`src/rtl/ring_pkg.sv`:
```
// ============================================================================
//  Module      : ring_pkg
//  Description : Shared types and helpers for the ring counter receive decoder.
//  Revision    : 1.0 - initial release
// ============================================================================
`default_nettype none

package ring_pkg;

    localparam int unsigned DEF_N     = 4;
    localparam int unsigned DEF_IDX_W = 2;

    typedef enum logic [1:0] {
        HUNT   = 2'd0,
        VERIFY = 2'd1,
        LOCKED = 2'd2
    } state_t;

    // The hot bit walks downward; position 0 wraps to N-1. Compare instead of
    // relying on overflow so that non-power-of-two rings work.
    function automatic int unsigned next_idx(input int unsigned prev, input int unsigned n);
        return (prev == 0) ? (n - 1) : (prev - 1);
    endfunction

endpackage

`default_nettype wire

```
`src/rtl/onehot_to_idx.sv`:
```
// ============================================================================
//  Module      : onehot_to_idx
//  Description : Combinational one-hot to binary encoder with legality check.
//  Revision    : 1.0 - initial release
// ============================================================================
`default_nettype none

module onehot_to_idx
    import ring_pkg::*;
#(
    parameter int unsigned N     = DEF_N,
    parameter int unsigned IDX_W = $clog2(N)
) (
    input  logic [N-1:0]     ring,
    output logic [IDX_W-1:0] idx,
    output logic             legal
);

    localparam int unsigned CNT_W = $clog2(N + 1);

    logic [CNT_W-1:0] pop_cnt;

    // OR-encoder: only meaningful when exactly one bit is set, which legal reports.
    always_comb begin
        pop_cnt = '0;
        idx     = '0;
        for (int i = 0; i < N; i++) begin
            pop_cnt = pop_cnt + CNT_W'(ring[i]);
            if (ring[i]) begin
                idx = idx | IDX_W'(i);
            end
        end
        legal = (pop_cnt == CNT_W'(1));
    end

endmodule

`default_nettype wire

```
`src/rtl/ring_seq_decoder.sv`:
```
// ============================================================================
//  Module      : ring_seq_decoder
//  Description : Ring counter receiver: decode, order check, lock, rotation/error counts.
//  Revision    : 1.0 - initial release
// ============================================================================
`default_nettype none

module ring_seq_decoder
    import ring_pkg::*;
#(
    parameter int unsigned N        = DEF_N,
    parameter int unsigned IDX_W    = $clog2(N),
    parameter int unsigned LOCK_RUN = 3,
    parameter int unsigned ROT_W    = 8
) (
    input  logic             clock,
    input  logic             Resetn,
    input  logic [N-1:0]     ring,
    input  logic             en,
    input  logic             clr,
    output logic [IDX_W-1:0] idx,
    output logic             idx_vld,
    output logic             locked,
    output logic             code_err,
    output logic             seq_err,
    output logic [ROT_W-1:0] rot_cnt,
    output logic [7:0]       err_cnt
);

    localparam int unsigned RUN_W = $clog2(LOCK_RUN + 1);

    state_t            state_q, state_d;
    logic [RUN_W-1:0]  run_q, run_d, run_inc;
    logic [IDX_W-1:0]  prev_idx_q, prev_idx_d;
    logic [IDX_W-1:0]  idx_q, idx_d;
    logic              idx_vld_q, idx_vld_d;
    logic              code_err_q, code_err_d;
    logic              seq_err_q, seq_err_d;
    logic [ROT_W-1:0]  rot_cnt_q, rot_cnt_d;
    logic [7:0]        err_cnt_q, err_cnt_d;

    logic [IDX_W-1:0]  dec_idx;
    logic              dec_legal;
    logic [IDX_W-1:0]  exp_idx;
    logic              in_order;
    logic              rot_inc;
    logic              err_inc;

    onehot_to_idx #(
        .N     (N),
        .IDX_W (IDX_W)
    ) u_dec (
        .ring  (ring),
        .idx   (dec_idx),
        .legal (dec_legal)
    );

    assign exp_idx  = IDX_W'(next_idx(32'(prev_idx_q), N));
    assign in_order = (dec_idx == exp_idx);
    assign run_inc  = run_q + RUN_W'(1);

    always_comb begin
        state_d    = state_q;
        run_d      = run_q;
        prev_idx_d = prev_idx_q;
        idx_d      = idx_q;
        idx_vld_d  = idx_vld_q;
        code_err_d = 1'b0;
        seq_err_d  = 1'b0;
        rot_inc    = 1'b0;
        err_inc    = 1'b0;

        if (en) begin
            if (!dec_legal) begin
                idx_vld_d  = 1'b0;
                code_err_d = 1'b1;
                err_inc    = 1'b1;
                state_d    = HUNT;
                run_d      = '0;
            end else begin
                idx_d      = dec_idx;
                idx_vld_d  = 1'b1;
                prev_idx_d = dec_idx;
                case (state_q)
                    HUNT: begin
                        run_d   = RUN_W'(1);
                        state_d = (LOCK_RUN == 1) ? LOCKED : VERIFY;
                    end
                    VERIFY: begin
                        if (in_order) begin
                            run_d = run_inc;
                            if (run_inc == RUN_W'(LOCK_RUN)) begin
                                state_d = LOCKED;
                            end
                        end else begin
                            run_d = RUN_W'(1);
                        end
                    end
                    LOCKED: begin
                        if (in_order) begin
                            // A step from 1 into home position 0 completes a rotation.
                            rot_inc = (prev_idx_q == IDX_W'(1));
                        end else begin
                            seq_err_d = 1'b1;
                            err_inc   = 1'b1;
                            state_d   = HUNT;
                            run_d     = '0;
                        end
                    end
                    default: begin
                        state_d = HUNT;
                        run_d   = '0;
                    end
                endcase
            end
        end

        rot_cnt_d = rot_cnt_q;
        err_cnt_d = err_cnt_q;
        if (clr) begin
            rot_cnt_d = '0;
            err_cnt_d = '0;
        end else begin
            if (rot_inc && (rot_cnt_q != '1)) begin
                rot_cnt_d = rot_cnt_q + ROT_W'(1);
            end
            if (err_inc && (err_cnt_q != 8'hFF)) begin
                err_cnt_d = err_cnt_q + 8'd1;
            end
        end
    end

    always_ff @(posedge clock or negedge Resetn) begin
        if (!Resetn) begin
            state_q    <= HUNT;
            run_q      <= '0;
            prev_idx_q <= '0;
            idx_q      <= '0;
            idx_vld_q  <= 1'b0;
            code_err_q <= 1'b0;
            seq_err_q  <= 1'b0;
            rot_cnt_q  <= '0;
            err_cnt_q  <= '0;
        end else begin
            state_q    <= state_d;
            run_q      <= run_d;
            prev_idx_q <= prev_idx_d;
            idx_q      <= idx_d;
            idx_vld_q  <= idx_vld_d;
            code_err_q <= code_err_d;
            seq_err_q  <= seq_err_d;
            rot_cnt_q  <= rot_cnt_d;
            err_cnt_q  <= err_cnt_d;
        end
    end

    assign idx      = idx_q;
    assign idx_vld  = idx_vld_q;
    assign locked   = (state_q == LOCKED);
    assign code_err = code_err_q;
    assign seq_err  = seq_err_q;
    assign rot_cnt  = rot_cnt_q;
    assign err_cnt  = err_cnt_q;

endmodule

`default_nettype wire

```
`config.mk`:
```
export PLATFORM = sky130hd
export DESIGN_NAME = ring_seq_decoder
export DESIGN_NICKNAME = d
export VERILOG_FILES = /design/src/rtl/ring_pkg.sv /design/src/rtl/onehot_to_idx.sv /design/src/rtl/ring_seq_decoder.sv
export SDC_FILE = /design/constraint.sdc
export NUM_CORES = 1
export LEC_CHECK = 0
export CORE_MARGIN = 4
export CORE_UTILIZATION = 34
export CTS_CLUSTER_DIAMETER = 30
export DETAILED_ROUTE_END_ITERATION = 16
export PLACE_DENSITY = 0.68
export SETUP_SLACK_MARGIN = 0.05
export SKIP_LAST_GASP = 1
export SYNTH_ARGS = -nofsm -noshare
export SYNTH_HDL_FRONTEND = slang
export SYNTH_SLANG_ARGS = --single-unit
```
`constraint.sdc`:
```
create_clock -name clock -period 6.2 [get_ports clock]
set_clock_uncertainty 0.15 [all_clocks]
set_input_delay 0.93 -clock clock [delete_from_list [all_inputs] [get_ports clock]]
set_output_delay 0.93 -clock clock [all_outputs]
set_load 0.01 [all_outputs]
```
**Yosys cells after proc, flatten, opt, wreduce, memory -nomap -nowiden**

Cells that the tools add are included.

- Bits of input ports: 8
- Bits in registers: 25
- Word-level logic and storage cells: 64
- Output and inout port bits: 22

- Reductions and logical operators: 9
- Multiplexer cells: 29
- Eq/ne operators: 11
- Add/subtract/negate cells: 7

Operators with widths:

| cell | number |
|---|---|
| two-way mux 8 bit | 4 |
| two-way mux 2 bit | 9 |
| adder 8 x 1 -> 8 bit (second input constant) | 2 |
| != test 8 bit (second input constant) | 2 |
| two-way mux 1 bit | 14 |
| case mux 2 bit (3 select lines) | 2 |
| != test 3 bit (second input constant) | 3 |
| adder 3 x 1 -> 3 bit | 2 |
| == test 2 x 1 -> 1 bit (second input constant) | 2 |
| == test 2 bit (second input constant) | 2 |
| logical NOT 2 bit | 2 |
| AND reduction 2 bit | 2 |
| AND reduction 4 bit | 1 |
| nonzero test 2 bit | 2 |
| == test 3 x 1 -> 1 bit (second input constant) | 1 |
| adder 1 x 1 -> 2 bit | 1 |
| adder 2 x 1 -> 2 bit (second input constant) | 1 |
| == test 2 bit | 1 |
| logical AND 1 bit | 2 |
| subtractor 2 x 1 -> 2 bit (second input constant) | 1 |

**Logic depth before layout (Yosys ltp)**

Gate-level depths: netlist of run 1.

- Depth after elaboration: 11
- Depth in mapped cells: 9
- Depth with buffers taken out: 8

**By module**

From an unflattened synthesis of run 1, not the netlist that was laid out.

- Cells, all modules: 145
- Area, all modules: 1470.2 sq um

By module, submodules not included:

| module | sequential area each (sq um) | instances | cells an instance | area an instance (sq um) |
|---|---|---|---|---|
| ring_seq_decoder | 625.6 | 1 | 134 | 1386.3 |
| onehot_to_idx | 0.0 | 1 | 11 | 83.8 |

**Least setup slack after synthesis of run 1**

OpenSTA, ideal clock, no wires.

- Path kind: input to register
- Start: input ring[0]
- End: register rot_cnt_q[6] (netlist: rot_cnt[6])
- Slack: 2634 ps
- Library setup time: 127 ps
- Stages: 8
- Data required time: 5923 ps
- Path buffers: 0
- Arrival time: 3288 ps
- Cells stage by stage: ha_1 > fa_1 > ha_1 > nor3b_2 > nand4_1 > a2111oi_4 > nand3_1 > mux2_1

- Word-level cells in the longest chain between the ends: 8

Ends and longest elaborated chain:

| element | RTL line | text |
|---|---|---|
| from (decl) | ring_seq_decoder.sv:18 | `input logic [N-1:0] ring,` |
| adder 1 x 1 -> 2 bit | onehot_to_idx.sv:28 | `pop_cnt = pop_cnt + CNT_W'(ring[i]);` |
| adder 3 x 1 -> 3 bit (2 in series) | onehot_to_idx.sv:28 |  |
| == test 3 x 1 -> 1 bit | onehot_to_idx.sv:33 | `legal = (pop_cnt == CNT_W'(1));` |
| two-way mux 1 bit | ring_seq_decoder.sv:74 | `if (!dec_legal) begin` |
| two-way mux 1 bit | ring_seq_decoder.sv:73 | `if (en) begin` |
| logical AND 1 bit | ring_seq_decoder.sv:124 | `if (rot_inc && (rot_cnt_q != '1)) begin` |
| nonzero test 2 bit (no source line) | - |  |
| to (signal assigned) | ring_seq_decoder.sv:152 | `rot_cnt_q <= rot_cnt_d;` |
| to (decl) | ring_seq_decoder.sv:39 | `logic [ROT_W-1:0] rot_cnt_q, rot_cnt_d;` |

No other way between the ends.
A chain may end at the register's enable or synchronous reset.

**Worst setup path after layout of run 1**

- Start: input ring[1]
- End: register rot_cnt_q[6] (netlist: rot_cnt[6])

- Word-level cells in the longest chain between the ends: 10
- Elaborated cells between the ends (all ways): 14
- Classes of those cells: add/sub (3); eq/ne (2); mux (7); reduce/logical (2)

Ends and longest elaborated chain:

| element | RTL line |
|---|---|
| parallel branches: the longest is 6 deep, another holds adder 3 x 1 -> 3 bit | - |
| two-way mux 1 bit (*) | ring_seq_decoder.sv:74 |
| two-way mux 1 bit (*) | ring_seq_decoder.sv:73 |
| logical AND 1 bit (*) | ring_seq_decoder.sv:124 |
| nonzero test 2 bit (no source line) (*) | - |

Mark *: on every way between the ends.

==> results of run 1 <==
## cell usage in the layout, fill, tap and decap left out, types with 3 or more instances in the layout
cell / synthesis / final
a21oi_1: 8 / 8
ha_1: 7 / 7
inv_1: 8 / 8
or4_1: 3 / 3
nand3_1: 8 / 8
o41ai_1: 3 / 3
nor2b_1: 7 / 7
clkdlybuf4s50_1: 0 / 29
clkbuf_8: 0 / 3
nand2_1: 9 / 9
dfrtp_1: 25 / 25
mux2_1: 5 / 5
o31ai_1: 4 / 4
nor2_1: 17 / 17
xnor2_1: 4 / 4
nor3_1: 3 / 3
nand4_1: 5 / 5
## state kept, by name (all words and copies together), names as in the netlist
| name | cells |
|---|---|
| err_cnt | 8 |
| idx | 2 |
| code_err | 1 |
| idx_vld | 1 |
| state_q | 2 |
| seq_err | 1 |
| rot_cnt | 8 |
| run_q | 2 |
## kinds of logic after synthesis
logic type | Yosys count | synth area share [%]
and+or+nand+nor | 65 | 22.77
muxes | 10 | 7.698
AOI/OAI and AO/OA | 28 | 15.48
DFF | 25 | 40.95
buffers and inverters | 14 | 3.767
xor gates and xnor gates | 4 | 2.293
adders and majority gates | 8 | 7.043
## worst min-delay path by stage
stage | slack, ns | to | cells after the start
global placement | 0.36 | run_q[1]$_DFFE_PN0P_ | 2
CTS | 0.38 | run_q[1]$_DFFE_PN0P_ | 2
detailed placement | 0.36 | run_q[1]$_DFFE_PN0P_ | 2
global route | 0.41 | run_q[1]$_DFFE_PN0P_ | 2
floorplan | 0.32 | run_q[1]$_DFFE_PN0P_ | 2
finish | 0.38 | run_q[1]$_DFFE_PN0P_ | 2
## power groups by stage
stage,registers [mW],clock network [mW],logic (mW)
floorplan,0.188,0,0.0656
global placement,0.186,0,0.103
detailed placement,0.186,0,0.104
CTS,0.183,0.104,0.104
global route,0.185,0.112,0.115
finish,0.183,0.0996,0.104
## cell type report
cell class | instances | share of cell area, %
flip-flops and latches | 25 | 32.77
inverters | 8 | 1.573
repair buffers | 30 | 15.60
well taps | 52 | 3.408
clock inverters | 1 | 0.2621
multi-input cells | 115 | 44.23
clock buffers | 3 | 2.163
## metal layers
metal,part of all wire (%),vias to the layer above
met5,0,-
met4,1.1,0
met3,5.2,5
met2,46,36
met1,48,597
li1,-,618
## critical path: stages
cell and delay, ns:
clkdlybuf4s50_1 0.55, ha_1 0.27, fa_1 0.36, ha_1 0.31, nor3b_2 0.41, nand4_1 0.33, a2111oi_4 0.41, nand3_1 0.13
mux2_1 0.32
## metrics by stage
step | setup WS [ns] | instance area (um2)
after detailed placement | 1.871 | 1863
final | 2.183 | 1909
after floorplan | 2.634 | 1528
after global routing | 2.001 | 1909
after global placement | 1.980 | 1863
after CTS | 2.173 | 1909
==> reports/qor.txt, run 1 <==
Worst R2R Start: idx[0]$_DFFE_PN0P_
PD cells: 202.3 nW/um2
fin util: 43.85%
row cnt: 24
Post CTS Setup Buffer Count: 0
status: completed
#FFs+latches synth: 25
top-count cell post-synth: dfrtp_1
Worst-Skew Late Latency: 0.27 ns
die extent in x: 75.03 um
ANT cells: 0
Avg WL per Cell: 13.71 um
endpoint type of the worst setup path: flop
YS warnings: 0
met3 usage: 3.338%
Syn Area/Cell: 9.920 um2
H-tree levels: 1
Final Wtd Congestion: 0.7584
worst-case reg-to-reg path depth: 7
final max-slew violation count: 0
Primary FF master, synth: dfrtp_1
Reg clk slew, reported paths: 0.09 ns
Total Power: 0.3862 mW
setup TNS: 0 ns
clock tree buffer depth: 2
DR iter-0 viols: 90
Critical Path Sink: rot_cnt[6]$_DFFE_PN0P_
drt first pass iters: 4
Final setup violation count: 0
CTS Sinks: 25
Gate Count Post-Synth: 154
kind of critical path: in -> reg
logic gate share of total power: 26.9%
most instantiated cells after synthesis: dfrtp_1, nor2_1, nand2_1
end of the worst register-to-register path: err_cnt[6]$_DFFE_PN0P_
internal power: 0.2628 mW
Reg area: 625.6 um2
first-pass GRT wire length: 5637 um
Max-cap violations: 0
fin crit period: 4.017 ns
FMAX: 0.2489 GHz
slew margin rel.: 21.25%
CTS resizes: 0
crit path max fanout: 7
Final #Nets: 199
post-layout instance count excluding filler cells: 234
CTS tree: yes
Die H: 75.03 um
hpwl dp: 2288 um
met2 GRT Util: 19.15%
largest net degree at the start of global routing: 26
final WL: 3207 um
Critical path origin: ring[1]
Post-Synthesis Net Count: 170
P_sw: 0.1234 mW
met1 Usage GRT: 18.68%
crit path DAT: 4.03 ns
sequential power share: 47.4%
Leak: 0.7549 nW
slew at the pin closest to its max-slew limit: 1.169 ns
multi-input logic area: 844.6 um2
# DRC: 0
fillcell total: 416
Fin. Hold Viols: 0
Post-Syn Area: 1528 um2
Layout area overhead: 24.98%
Top Ports: 30
total number of vias: 1256
placed cell count: 230
Post-synth EDFFs: 0
unrepaired setup endpoints after global routing: false
share of post-route cells with drive strength above 1: 8.242%
VDD IR-drop max: 129.0 uV
Placeable Area: 4354 um2
CTS Buf Count: 3
starting density of the core: 35.09%
vias in the first global route: 1200
root buffer cell: clkbuf_8
HP Class: reg -> reg
CP startpoint kind: input port
Port-buffer cells: 29
initial antenna violation count: 0
die area: 5630 um2
Post-CTS Hold Buffers: 0
Seq/Total Area, Yosys: 40.95%
Synth top area share: 40.95%
Top Usage Layer GRT: met2
vias per cell: 5.368
ys async rst share: 100.0%
worst reg-to-reg setup slack: 3.41 ns
switching fraction of total power: 31.94%
gr usage total: 12.93%
worst hold slack: 0.3806 ns
area leader, netlist: dfrtp_1
grt total ovfl: 0
final period utilization: 64.79%
synth unique cells: 42
Clock power frac: 25.8%
number of routed nets with antenna violations: 0
top cells by area, synth: dfrtp_1, ha_1, nor2_1
CP required: 6.21 ns
Hold Path Origin: run_q[1]$_DFFE_PN0P_
(Power assumes the default switching activity.)
==> inputs of run 2 (changes only) <==
- clock period: 6.2 -> 4.1 ns (I/O delays scaled with it)
==> reports/qor.txt, run 2 (synthesis gave the netlist of run 1 again) <==
vias in the first global route: 1186
Die H: 75.03 um
slew at the pin closest to its max-slew limit: 1.190 ns
die extent in x: 75.03 um
hold path depth: 2
status: completed
kind of critical path: in -> reg
placed cell count: 231
number of routed nets with antenna violations: 0
Worst-Skew Late Latency: 0.28 ns
Post CTS Setup Buffer Count: 0
Reg clk slew, reported paths: 0.10 ns
first-pass GRT wire length: 5575 um
Final Wtd Congestion: 0.7439
Avg WL per Cell: 13.63 um
HP Class: reg -> reg
WP buf/inv: 1
hpwl dp: 2260 um
initial antenna violation count: 0
Worst path slowest cell: clkdlybuf4s50_1
CP Cell Sequence: clkdlybuf4s50_1 -> ha_1 -> fa_1 -> ha_1 -> nor3b_2 -> nand4_1 -> a211oi_4 -> nand4_1 -> mux2_1
crit path DAT: 3.47 ns
endpoint type of the worst setup path: flop
die area: 5630 um2
slew margin rel.: 19.82%
Final #Nets: 200
final period utilization: 84.08%
Leak: 0.7563 nW
Placeable Area: 4354 um2
Fin. Hold Viols: 0
worst reg-to-reg setup slack: 1.33 ns
Hold Path Origin: run_q[1]$_DFFE_PN0P_
largest net degree at the start of global routing: 26
# DRC: 0
DR iter-0 viols: 72
FMAX: 0.2901 GHz
most frequent cells in the layout: clkdlybuf4s50_1, dfrtp_1, nor2_1, nand2_1
Worst R2R Start: idx[0]$_DFFE_PN0P_
biggest cell delay along the critical path: 0.54 ns
post-layout instance count excluding filler cells: 235
starting density of the core: 35.09%
unrepaired setup endpoints after global routing: false
CTS Buf Count: 3
fin crit period: 3.447 ns
CP required: 4.12 ns
final max-slew violation count: 0
leading cell type in the layout, fill and taps excluded: clkdlybuf4s50_1
row cnt: 24
CTS tree: yes
Port-buffer cells: 29
CP startpoint kind: input port
share of post-route cells with drive strength above 1: 8.743%
setup TNS: 0 ns
H-tree levels: 1
root buffer cell: clkbuf_8
CTS Sinks: 25
drt first pass iters: 4
ANT cells: 0
Levels on crit path: 9
cell family with most CP delay: adder cells
vias per cell: 5.264
grt total ovfl: 0
CTS resizes: 0
clock tree buffer depth: 2
hold endpoint: run_q[1]$_DFFE_PN0P_
final WL: 3202 um
Post-CTS Hold Buffers: 0
worst-case reg-to-reg path depth: 7
Top Ports: 30
end of the worst register-to-register path: err_cnt[6]$_DFFE_PN0P_
crit path max fanout: 5
total number of vias: 1237
gr usage total: 12.75%
Layout area overhead: 25.63%
VDD IR-drop max: 247.4 uV
Final setup violation count: 0
Max-cap violations: 0
PD cells: 308.6 nW/um2
[run 2: cell count changes in the layout (fill, tap and decap cells not counted)]
cell | previous run | this run
buf_4 | 1 | 2
clkinv_2 | 1 | 0
clkinvlp_4 | 0 | 1
[run 2: how the worst max path moves through the flow]
stage | startpoint | endpoint | slack [ns]
5_1_grt | ring[1] | rot_cnt[3]$_DFFE_PN0P_ | 0.46
3_5_place_dp | ring[1] | rot_cnt[7]$_DFFE_PN0P_ | 0.35
3_3_place_gp | ring[1] | rot_cnt[7]$_DFFE_PN0P_ | 0.44
2_1_floorplan | ring[0] | rot_cnt[6]$_DFFE_PN0P_ | 0.85
6_report | ring[1] | rot_cnt[7]$_DFFE_PN0P_ | 0.65
4_1_cts | ring[1] | rot_cnt[7]$_DFFE_PN0P_ | 0.66
[run 2: final cells by class]
class                           count  area, um2
Fill cell                         416       2435
Inverter                            8      30.03
Timing Repair Buffer               31      305.3
Sequential cell                    25      625.6
Multi-Input combinational cell    115      844.6
Tap cell                           52      65.06
Clock buffer                        3      41.29
Clock inverter                      1      7.507
[run 2: per-stage QoR]
step / setup WS [ns] / area [um2] / power (mW) / utilization (%) / hold slack [ns]
finish: 0.6526 / 1919 / 0.5923 / 44.08 / 0.3780
CTS: 0.6584 / 1919 / 0.6012 / 44.08 / 0.3745
global route: 0.4609 / 1919 / 0.6318 / 44.08 / 0.4300
detailed placement: 0.3502 / 1871 / 0.4407 / 42.96 / 0.3515
global placement: 0.4364 / 1871 / 0.4388 / 42.96 / 0.3541
floorplan: 0.8494 / 1528 / 0.3837 / - / 0.1694
[run 2: metal layers]
layer  track usage, %  vias up  wire length, um
li1                 -      622                -
met1            17.61      578             1568
met2            19.63       32             1437
met3            3.471        5              156
met4            3.557        0               40
met5                0        -                0
[run 2: power breakdown]
group | switching [mW] | internal, mW
clock | 0.0871 | 0.0691
sequential | 0.0146 | 0.262
combinational | 0.0901 | 0.0690
total | 0.192 | 0.400
[run 2: worst min-delay path, cell delays in order, from the launching register on]
cell and delay [ns]:
dfrtp_1 0.37, a32oi_1 0.06, o41ai_1 0.06
==> inputs of run 3 (changes only) <==
- clock period: 4.1 -> 3.4 ns (I/O delays scaled with it)
==> reports/qor.txt, run 3 (synthesis gave the netlist of run 1 again) <==
Final Cell Area: 1983 um2
ANT cells: 0
initial antenna violation count: 0
worst reg-to-reg setup slack: 0.76 ns
H-tree levels: 1
largest net degree at the start of global routing: 26
Fin. Hold Viols: 0
final period utilization: 92.06%
gr usage total: 12.53%
CTS Sinks: 25
Final #Nets: 209
number of routed nets with antenna violations: 0
CTS tree: yes
DR iter-0 viols: 61
Post CTS Setup Buffer Count: 0
VDD IR-drop max: 308.0 uV
Placeable Area: 4354 um2
hold path depth: 2
CP required: 3.41 ns
placed cell count: 240
grt total ovfl: 0
most frequent cells in the layout: clkdlybuf4s50_1, dfrtp_1, nor2_1, buf_4, nand2_1
HP Class: reg -> reg
drt first pass iters: 4
final max-slew violation count: 0
Max-cap violations: 0
CTS resizes: 0
hpwl dp: 2313 um
final WL: 3128 um
root buffer cell: clkbuf_8
Post-CTS Hold Buffers: 0
worst-case reg-to-reg path depth: 7
crit path max fanout: 3
CP dominant cell by count: ha_1
status: completed
Hold Path Origin: run_q[1]$_DFFE_PN0P_
worst hold slack: 0.3587 ns
Total Power: 0.7112 mW
Leak: 0.8012 nW
row cnt: 24
vias per cell: 5.184
Die H: 75.03 um
starting density of the core: 35.09%
area post-placement: 1938 um2
crit path DAT: 3.14 ns
total number of vias: 1265
setup TNS: 0 ns
fin util: 45.55%
Top Ports: 30
worst slack, placed: -0.02501 ns
unrepaired setup endpoints after global routing: false
setup ws final: 0.2700 ns
first-pass GRT wire length: 5575 um
CTS Buf Count: 3
die extent in x: 75.03 um
clock tree buffer depth: 2
Worst R2R Start: idx[0]$_DFFE_PN0P_
Worst-Skew Late Latency: 0.27 ns
Final Wtd Congestion: 0.7903
CP startpoint kind: input port
endpoint type of the worst setup path: flop
fillcell total: 440
end of the worst register-to-register path: err_cnt[6]$_DFFE_PN0P_
Levels on crit path: 10
Final setup violation count: 0
biggest cell delay along the critical path: 0.49 ns
share of post-route cells with drive strength above 1: 12.50%
vias in the first global route: 1244
cell family with most CP delay: adder cells
FMAX: 0.3195 GHz
slew at the pin closest to its max-slew limit: 0.7759 ns
leading cell type in the layout, fill and taps excluded: clkdlybuf4s50_1
fin crit period: 3.130 ns
# DRC: 0
CP Cell Sequence: clkdlybuf4s50_1 -> ha_1 -> fa_1 -> ha_1 -> nor3b_2 -> nand4_1 -> buf_4 -> a2111oi_4 -> nand3_1 -> mux2_1
slew margin rel.: 47.87%
Avg WL per Cell: 12.82 um
Worst path slowest cell: clkdlybuf4s50_1
Layout area overhead: 29.81%
PD cells: 358.6 nW/um2
WP buf/inv: 2
kind of critical path: in -> reg
Reg clk slew, reported paths: 0.09 ns
hold endpoint: run_q[1]$_DFFE_PN0P_
die area: 5630 um2
post-layout instance count excluding filler cells: 244
Port-buffer cells: 29
## run 3: cell count changes in the layout (fill, tap and decap cells not counted), sizes merged
cell / previous run / this run
clkinvlp: 1 / 0
clkbuf: 3 / 4
buf: 2 / 11
## run 3: worst register-to-register path, stage by stage (launching register included)
cell	delay, ns
dfrtp_1	0.42
inv_1	0.08
ha_1	0.21
or4b_1	0.50
o32a_2	0.28
a31oi_2	0.46
nor4_1	0.13
mux2_4	0.31
## run 3: worst max path at each step
stage                     startpoint                      to  slack, ns
final                        ring[1]  rot_cnt[6]$_DFFE_PN0P_       0.27
after global routing         ring[1]  rot_cnt[6]$_DFFE_PN0P_       0.12
after CTS                    ring[1]  rot_cnt[6]$_DFFE_PN0P_       0.27
after detailed placement     ring[1]  rot_cnt[6]$_DFFE_PN0P_      -0.03
after global placement       ring[1]  rot_cnt[6]$_DFFE_PN0P_      -0.01
after floorplan              ring[0]  rot_cnt[6]$_DFFE_PN0P_       0.25
## run 3: routing by layer
layer	part of all wire [%]	track usage (%)	routed length, um	vias to the layer above
li1	-	-	-	640
met1	49	17.29	1523	594
met2	45	20.02	1412	27
met3	5.2	3.605	164	4
met4	0.86	1.779	27	0
met5	0	0	0	-
## run 3: area by class of cell
class | instances | area (um2) | share of cell area [%]
clock buffers | 4 | 45.04 | 2.271
multi-input cells | 115 | 844.6 | 42.59
inverters | 8 | 30.03 | 1.514
repair buffers | 40 | 372.9 | 18.80
flip-flops and latches | 25 | 625.6 | 31.55
well taps | 52 | 65.06 | 3.281
## run 3: power breakdown
group / switching, mW / internal, mW / total (mW)
sequential: 0.0183 / 0.316 / 0.335
clock: 0.0937 / 0.0838 / 0.178
combinational: 0.108 / 0.0906 / 0.199
total: 0.220 / 0.491 / 0.711
